==> src/rtl/pipe_latch_pkg.sv <==
// Shared types and defaults for the skid-buffered pipeline latch.
// Imported by the interface, the entry register and the top level.
package pipe_latch_pkg;

  typedef enum logic [1:0] {
    EMPTY = 2'd0,
    ONE   = 2'd1,
    FULL  = 2'd2
  } state_e;

  localparam int DEF_IR_W   = 32;
  localparam int DEF_DATA_W = 32;
  localparam int DEF_EXC_W  = 1;

  localparam logic [DEF_IR_W-1:0] NOP_IR = '0;

endpackage

==> src/rtl/pipe_latch_skid_if.sv <==
// Upstream/downstream valid-ready bundle for pipe_latch_skid.
// master drives inputs and out_ready; slave is the latch side.
interface pipe_latch_skid_if
  import pipe_latch_pkg::*;
#(
  parameter int IR_W   = DEF_IR_W,
  parameter int DATA_W = DEF_DATA_W,
  parameter int EXC_W  = DEF_EXC_W
) ();

  logic              in_valid;
  logic              in_ready;
  logic [IR_W-1:0]   in_IR;
  logic [DATA_W-1:0] in_P;
  logic [EXC_W-1:0]  in_exc;

  logic              out_valid;
  logic              out_ready;
  logic [IR_W-1:0]   out_IR;
  logic [DATA_W-1:0] out_P;
  logic [EXC_W-1:0]  out_exc;
  logic              out_exc_any;

  modport master (
    output in_valid, in_IR, in_P, in_exc, out_ready,
    input  in_ready, out_valid, out_IR, out_P,
    input  out_exc, out_exc_any
  );

  modport slave (
    input  in_valid, in_IR, in_P, in_exc, out_ready,
    output in_ready, out_valid, out_IR, out_P,
    output out_exc, out_exc_any
  );

endinterface

==> src/rtl/pipe_latch_entry.sv <==
// One falling-edge storage slot (IR, payload, exception flags)
// with write enable and synchronous active-low reset.
module pipe_latch_entry
  import pipe_latch_pkg::*;
#(
  parameter int IR_W   = DEF_IR_W,
  parameter int DATA_W = DEF_DATA_W,
  parameter int EXC_W  = DEF_EXC_W
) (
  input  logic              clk_i,
  input  logic              rst_ni,
  input  logic              we_i,
  input  logic [IR_W-1:0]   ir_i,
  input  logic [DATA_W-1:0] p_i,
  input  logic [EXC_W-1:0]  exc_i,
  output logic [IR_W-1:0]   ir_o,
  output logic [DATA_W-1:0] p_o,
  output logic [EXC_W-1:0]  exc_o
);

  logic [IR_W-1:0]   ir_q;
  logic [DATA_W-1:0] p_q;
  logic [EXC_W-1:0]  exc_q;

  always_ff @(negedge clk_i) begin
    if (!rst_ni) begin
      ir_q  <= IR_W'(NOP_IR);
      p_q   <= '0;
      exc_q <= '0;
    end else if (we_i) begin
      ir_q  <= ir_i;
      p_q   <= p_i;
      exc_q <= exc_i;
    end
  end

  assign ir_o  = ir_q;
  assign p_o   = p_q;
  assign exc_o = exc_q;

endmodule

==> src/rtl/pipe_latch_skid.sv <==
// Two-entry skid pipeline latch with registered in_ready and flush.
// Optional stall counter enabled by PIPE_LATCH_STALL_CNT_EN.
module pipe_latch_skid
  import pipe_latch_pkg::*;
#(
  parameter int IR_W   = DEF_IR_W,
  parameter int DATA_W = DEF_DATA_W,
  parameter int EXC_W  = DEF_EXC_W
) (
  input  logic        clk,
  input  logic        reset,
  input  logic        flush,
  pipe_latch_skid_if.slave bus
`ifdef PIPE_LATCH_STALL_CNT_EN
  ,
  output logic [31:0] stall_cycles
`endif
);

  state_e state_q, state_d;
  logic   in_ready_q;
  logic   out_valid;
  logic   accept, fire;
  logic   main_we, skid_we, from_skid;

  logic [IR_W-1:0]   skid_ir, main_ir_d;
  logic [DATA_W-1:0] skid_p, main_p_d;
  logic [EXC_W-1:0]  skid_exc, main_exc_d;

  assign out_valid = (state_q != EMPTY);
  assign accept    = bus.in_valid & in_ready_q;
  assign fire      = out_valid & bus.out_ready;

  always_comb begin
    state_d   = state_q;
    main_we   = 1'b0;
    skid_we   = 1'b0;
    from_skid = 1'b0;
    if (flush) begin
      state_d = EMPTY;
    end else begin
      unique case (state_q)
        EMPTY: begin
          if (accept) begin
            main_we = 1'b1;
            state_d = ONE;
          end
        end
        ONE: begin
          unique case (1'b1)
            accept & fire: main_we = 1'b1;
            accept & !fire: begin
              skid_we = 1'b1;
              state_d = FULL;
            end
            !accept & fire: state_d = EMPTY;
            default: state_d = ONE;
          endcase
        end
        FULL: begin
          if (fire) begin
            main_we   = 1'b1;
            from_skid = 1'b1;
            state_d   = ONE;
          end
        end
        default: state_d = EMPTY;
      endcase
    end
  end

  // in_ready comes straight from a flop so it never sees out_ready.
  always_ff @(negedge clk) begin
    if (!reset) begin
      state_q    <= EMPTY;
      in_ready_q <= 1'b1;
    end else begin
      state_q    <= state_d;
      in_ready_q <= (state_d != FULL);
    end
  end

  assign main_ir_d  = from_skid ? skid_ir  : bus.in_IR;
  assign main_p_d   = from_skid ? skid_p   : bus.in_P;
  assign main_exc_d = from_skid ? skid_exc : bus.in_exc;

  pipe_latch_entry #(
    .IR_W(IR_W), .DATA_W(DATA_W), .EXC_W(EXC_W)
  ) u_main (
    .clk_i  (clk),
    .rst_ni (reset),
    .we_i   (main_we),
    .ir_i   (main_ir_d),
    .p_i    (main_p_d),
    .exc_i  (main_exc_d),
    .ir_o   (bus.out_IR),
    .p_o    (bus.out_P),
    .exc_o  (bus.out_exc)
  );

  pipe_latch_entry #(
    .IR_W(IR_W), .DATA_W(DATA_W), .EXC_W(EXC_W)
  ) u_skid (
    .clk_i  (clk),
    .rst_ni (reset),
    .we_i   (skid_we),
    .ir_i   (bus.in_IR),
    .p_i    (bus.in_P),
    .exc_i  (bus.in_exc),
    .ir_o   (skid_ir),
    .p_o    (skid_p),
    .exc_o  (skid_exc)
  );

  assign bus.in_ready    = in_ready_q;
  assign bus.out_valid   = out_valid;
  assign bus.out_exc_any = out_valid & (|bus.out_exc);

`ifdef PIPE_LATCH_STALL_CNT_EN
  logic [31:0] stall_q, stall_d;

  always_comb begin
    stall_d = stall_q;
    if (out_valid && !bus.out_ready && !(&stall_q)) begin
      stall_d = stall_q + 32'd1;
    end
  end

  // Survives flush on purpose; only reset clears it.
  always_ff @(negedge clk) begin
    if (!reset) begin
      stall_q <= '0;
    end else begin
      stall_q <= stall_d;
    end
  end

  assign stall_cycles = stall_q;
`endif

endmodule

==> src/flat_wrapper.sv <==
// flat-port wrapper written by rule: the top's interface ports become plain ports
module pipe_latch_skid_flat import pipe_latch_pkg::*;
#(
  parameter int IR_W   = DEF_IR_W,
  parameter int DATA_W = DEF_DATA_W,
  parameter int EXC_W  = DEF_EXC_W
)
  (clk, reset, flush, bus_in_valid, bus_in_IR, bus_in_P, bus_in_exc, bus_out_ready, bus_in_ready, bus_out_valid, bus_out_IR, bus_out_P, bus_out_exc, bus_out_exc_any);
  pipe_latch_skid_if #(.IR_W(IR_W), .DATA_W(DATA_W), .EXC_W(EXC_W)) bus_i ();
  input  logic clk;
  input  logic reset;
  input  logic flush;
  input wire logic [$bits(bus_i.in_valid)-1:0] bus_in_valid;
  input wire logic [$bits(bus_i.in_IR)-1:0] bus_in_IR;
  input wire logic [$bits(bus_i.in_P)-1:0] bus_in_P;
  input wire logic [$bits(bus_i.in_exc)-1:0] bus_in_exc;
  input wire logic [$bits(bus_i.out_ready)-1:0] bus_out_ready;
  output wire logic [$bits(bus_i.in_ready)-1:0] bus_in_ready;
  output wire logic [$bits(bus_i.out_valid)-1:0] bus_out_valid;
  output wire logic [$bits(bus_i.out_IR)-1:0] bus_out_IR;
  output wire logic [$bits(bus_i.out_P)-1:0] bus_out_P;
  output wire logic [$bits(bus_i.out_exc)-1:0] bus_out_exc;
  output wire logic [$bits(bus_i.out_exc_any)-1:0] bus_out_exc_any;
  assign bus_i.in_valid = bus_in_valid;
  assign bus_i.in_IR = bus_in_IR;
  assign bus_i.in_P = bus_in_P;
  assign bus_i.in_exc = bus_in_exc;
  assign bus_i.out_ready = bus_out_ready;
  assign bus_in_ready = bus_i.in_ready;
  assign bus_out_valid = bus_i.out_valid;
  assign bus_out_IR = bus_i.out_IR;
  assign bus_out_P = bus_i.out_P;
  assign bus_out_exc = bus_i.out_exc;
  assign bus_out_exc_any = bus_i.out_exc_any;
  pipe_latch_skid #(.IR_W(IR_W), .DATA_W(DATA_W), .EXC_W(EXC_W)) u_core (.clk(clk), .reset(reset), .flush(flush), .bus(bus_i));
endmodule
==> config.mk <==
export PLATFORM = sky130hd
export DESIGN_NAME = pipe_latch_skid_flat
export DESIGN_NICKNAME = d
export VERILOG_FILES = /design/src/rtl/pipe_latch_pkg.sv /design/src/rtl/pipe_latch_skid_if.sv /design/src/rtl/pipe_latch_entry.sv /design/src/rtl/pipe_latch_skid.sv /design/src/flat_wrapper.sv
export SDC_FILE = /design/constraint.sdc
export NUM_CORES = 1
export LEC_CHECK = 0
export ABC_AREA = 1
export CAP_MARGIN = 40
export CORE_ASPECT_RATIO = 1.4
export CORE_MARGIN = 2
export CORE_UTILIZATION = 30
export CTS_CLUSTER_DIAMETER = 40
export DETAILED_ROUTE_END_ITERATION = 7
export GPL_TIMING_DRIVEN = 0
export HOLD_SLACK_MARGIN = 0.15
export PLACE_DENSITY = 0.55
export SLEW_MARGIN = 15
export SYNTH_ARGS = -nofsm -noshare
export SYNTH_HDL_FRONTEND = slang
export SYNTH_SLANG_ARGS = --single-unit
export TNS_END_PERCENT = 1
==> constraint.sdc <==
create_clock -name clk -period 3.44 [get_ports clk]
set_input_delay 0.516 -clock clk [delete_from_list [all_inputs] [get_ports clk]]
set_output_delay 0.516 -clock clk [all_outputs]
set_load 0.01 [all_outputs]
* After elaboration in Yosys (flattened, before gate mapping)
Cells that the tools add are included.
W data, S select, Z words.
** Cells by class
- Equality and inequality tests :: 3
- Muxes and demuxes :: 18
- Bitwise logic cells :: 6
- Reduce and logical (&&, ||, !) cells :: 4
** Operator list (number)
- $mux W32 :: 2
- $pmux W2 S3 :: 2
- $mux W1 :: 10
- $and A1 B1 Y1 :: 6
- $mux W2 :: 3
- $pmux W1 S3 :: 1
- $eq A2 B1 Y1 const B :: 1
- $eq A2 B2 Y1 const B :: 1
- $logic_not A1 Y1 :: 2
- $logic_not A2 Y1 :: 1
- $ne A2 B2 Y1 const B :: 1
- $reduce_bool A2 Y1 :: 1
** Word-level totals
- Bits in registers :: 133
- Input bits :: 70

* Logic depth before layout (Yosys ltp)
- Depth after elaboration :: 8
- Depth in mapped cells :: 10

* Cells and area by module
From an unflattened synthesis, not the netlist that was laid out.
** Second synthesis, totals
- Cell total of the unflattened synthesis :: 1061
- Area total of the unflattened synthesis :: 6776.5 um2
** Modules (own cells, without submodules)
- pipe_latch_entry :: times used 2, cells an instance 412, area each 2631.3 um2
- pipe_latch_skid :: times used 1, cells an instance 237, area each 1514.0 um2

==> results.txt <==
----------------------------------------------------
[Yosys]
  Avg Cell Area, Syn ... a little over 6 um2
  Cell types with the largest area share after synthesis ... dfxtp_1 (40%), nand2_1 (19%), nor2_1 (15%)
  Synth Register Bits ... ~130
  Fraction of registers with async set/reset ... 0
  Number of synthesized flops with an enable pin ... 0
  Gate count after technology mapping ... 1086
  Number of nets in the synthesized netlist ... between 1000 and 1500
  Sequential area share after synthesis ... 0.402
  Most common library cells after synthesis ... nand2_1 (335), nor2_1 (267), inv_1 (137), dfxtp_1 (133), nand3_1 (66)
  Most repeated cell in the gate-level netlist after synthesis ... nand2_1
  Cell type contributing the most total cell area after synthesis ... dfxtp_1
  Area share of the leading cell type in the synthesized netlist ... 0.402
  Main flop type after synthesis ... dfxtp_1
  Number of distinct standard cells referenced by the synthesized netlist ... 15
  Syn Std Cell Area ... roughly 6600 um2
  Warnings, synthesis ... 0

[Layout]
  Share of final-layout standard cells stronger than drive strength 1 ... 0.0874
  Area delta synth->final ... 44.0%
  ANT cells ... 0
  Register cell area after layout ... ~2700 um2
  Area of the multi-input gates ... just over 3000 um2
  Final core utilization ... 0.438
  Nets ... between 1000 and 1500
  Fill cell total of the finished layout ... 2404

[Worst setup path]
  Reg-to-Reg End ... u_core.u_main.p_o[18]$_SDFFE_NN0P_
  Reg-to-Reg Start ... u_core.bus.in_ready$_SDFF_NN1_
  Critical Setup Path Class ... in -> reg
  Type of destination of the critical path ... register
  Required @ worst endpoint ... a little over 2 ns
  Critical path capture point ... u_core.u_main.p_o[18]$_SDFFE_NN0P_
  Beginning of the critical path ... bus_in_valid
  Critical path data arrival time ... approximately 2.0 ns
  Reg-to-reg slack, setup ... ~1.9 ns
  Cells on worst reg2reg path ... 7
  Maximum fanout count along the critical path ... 10
  Critical path launch point type ... input pin

[Drt]
  Routed len/inst ... about 12 um
  DRC violation count after routing ... 0
  Starting DRT DRC Count ... around 530
  Via-per-instance ratio ... between 4 and 5
  Antenna Violating Nets Remaining ... 0
  Iteration count of the initial detailed-routing pass ... 5
  Total wire length after detailed routing ... roughly 21000 um
  Total number of vias ... around 7300

[CTS]
  Clk Latency, worst-skew pair ... 0.47 ns
  Root Buffer ... clkbuf_16
  Number of sinks on the clock net ... 133
  Hold-fix buffers at CTS ... 0
  Post-CTS repair timing setup buffer count ... 0
  Total clock buffers created by CTS ... 17
  CTS tree ... built
  Deepest clock path buffer count ... 2
  Count of H-tree levels built during CTS ... 4
  Clock transition at the registers of the reported paths ... 0.03 ns

[Floorplan]
  Y dimension of the die ... approximately 180 um
  Core outline area ... about 22000 um2
  Count of pins on the block boundary ... about 140
  Starting Density ... 0.304
  FP Rows ... 64
  Die area ... 23300 um2
  Die X ... around 130 um

[Hold path]
  Type of the worst min-delay path ... reg -> reg

[Power]
  Worst IR drop on VDD ... 0.000347 V
  Power per unit of standard cell area ... approximately 500 nW/um2
  Leakage power of the design ... between 5 and 6 nW

[STA]
  Setup skew after layout ... 0.0246 ns
  Hold Violations, Final ... 0
  Rel. slew slack ... 0.636
  Setup repair after global routing missed its margin ... true
  Worst-case setup margin in the final layout ... 0.0495 ns
  Final count of negative-setup-slack endpoints ... 0
  Count of final max-slew check failures ... 0
  Transition time of the tightest slew-check pin ... ~0.55 ns
  Setup TNS ... 0 ns

[Global route]
  First-pass GRT wire length ... between 30000 and 40000 um
  Pin count of the biggest net entering global routing ... 17
  Total Routing Usage GR ... 0.178
  Via count of the first global-routing pass ... between 7000 and 8000
  Overflow after GRT ... 0
  Number of antenna violations at the first check in global routing ... 0

[Status]
  Result of the run ... finished clean

[Placed design]
  Number of input and output port buffers inserted ... around 140
  Routability Congestion ... about 0.82
  Half-perimeter wire length of the detailed placement result ... between 10000 and 15000 um
  Placement-stage worst setup slack ... -0.766 ns

[Flow run]
  Max Cap Viol ... 0

----------------------------------------------------
-- through the flow --
stage / instances / total power, mW / hold slack, ns / instance area [um2]
3_3_place_gp: 1519 / 2.49 / 0.463 / 8350
6_report: 1681 / 4.80 / 0.473 / 9530
3_5_place_dp: 1519 / 2.49 / 0.472 / 8350
2_1_floorplan: 1086 / 2.20 / 0.456 / 6620
4_1_cts: 1681 / 4.87 / 0.479 / 9430
5_1_grt: 1681 / 5.12 / 0.499 / 9530
-- cell type report --
type | count | share of cell area
multi-input combinational | 737 | 0.324
sequential | 133 | 0.280
timing repair buffer | 136 | 0.133
clock inverter | 146 | 0.0735
inverter | 137 | 0.0540
buffer | 78 | 0.0517
clock buffer | 17 | 0.0446
tap | 297 | 0.0390
-- sequential cells by signal, summed over array words and instances, names as in the netlist --
| register | count |
|---|---|
| u_core.bus.in_ready | 1 |
| u_core.state_q | 2 |
| u_core.u_main.exc_o | 1 |
| u_core.u_main.ir_o | 32 |
| u_core.u_main.p_o | 32 |
| u_core.u_skid.exc_o | 1 |
| u_core.u_skid.ir_o | 32 |
| u_core.u_skid.p_o | 32 |
-- cells by family (layout without fill, tap and decap cells) --
family | Yosys count | in the layout | share of synthesized area
and+or+nand+nor | 734 | 734 | 0.454
buffers and inverters | 216 | 514 | 0.141
DFF | 133 | 133 | 0.402
AOI/OAI and AO/OA | 2 | 2 | 0.00151
xor gates and xnor gates | 1 | 1 | 0.00132
-- worst max-delay path: stages --
cell and delay, ns:
clkdlybuf4s50_1 0.47, nand2_2 0.10, a21oi_1 0.24, nand2_4 0.11
buf_12 0.16, buf_4 0.18, nor2_1 0.15, nor2_1 0.06
-- cells in the final DEF, fill, tap and decap left out, drive strengths merged --
master	instances
nor2	268
dfxtp	133
clkinvlp	3
dlygate4sd2	66
a21oi	2
nand3	66
buf	60
nand2	335
inv	273
dlymetal6s2s	1
xor2	1
clkinv	2
clkdlybuf4s50	67
nand4	65
clkbuf	37
bufinv	5
-- repair_timing --
item | in CTS | in global routing
endpoints found under the hold margin | 0 | 0
resized for setup | 91 | 55
setup endpoints to repair | 184 | 127
pin swaps | 1 | 1
-- where the power goes --
part | total [mW] | internal, mW | switching, mW | leakage (nW)
Clock | 2.59 | 1.48 | 1.11 | 1.01
Combinational | 0.555 | 0.241 | 0.313 | 3.33
Sequential | 1.65 | 1.62 | 0.0316 | 1.09
Total | 4.80 | 3.34 | 1.45 | 5.43
-- routing by layer --
| metal | track usage | part of all wire |
|---|---|---|
| met5 | 0 | 0 |
| met4 | 0.0882 | 0.016 |
| met3 | 0.0631 | 0.055 |
| met2 | 0.302 | 0.50 |
| met1 | 0.195 | 0.43 |
-- how the worst min path moves through the flow --
stage                                   startpoint                                   to  slack [ns]  depth (start not counted)
5_1_grt        u_core.u_skid.ir_o[14]$_SDFFE_NN0P_  u_core.u_skid.ir_o[14]$_SDFFE_NN0P_        0.50                          2
6_report        u_core.u_skid.ir_o[2]$_SDFFE_NN0P_   u_core.u_skid.ir_o[2]$_SDFFE_NN0P_        0.47                          2
2_1_floorplan     u_core.u_skid.exc_o$_SDFFE_NN0P_     u_core.u_skid.exc_o$_SDFFE_NN0P_        0.46                          2
3_3_place_gp    u_core.u_skid.p_o[15]$_SDFFE_NN0P_   u_core.u_skid.p_o[15]$_SDFFE_NN0P_        0.46                          2
3_5_place_dp    u_core.u_skid.p_o[11]$_SDFFE_NN0P_   u_core.u_skid.p_o[11]$_SDFFE_NN0P_        0.47                          2
4_1_cts         u_core.u_skid.ir_o[2]$_SDFFE_NN0P_   u_core.u_skid.ir_o[2]$_SDFFE_NN0P_        0.48                          2
Note: power is estimated with default switching activity, not from simulation.
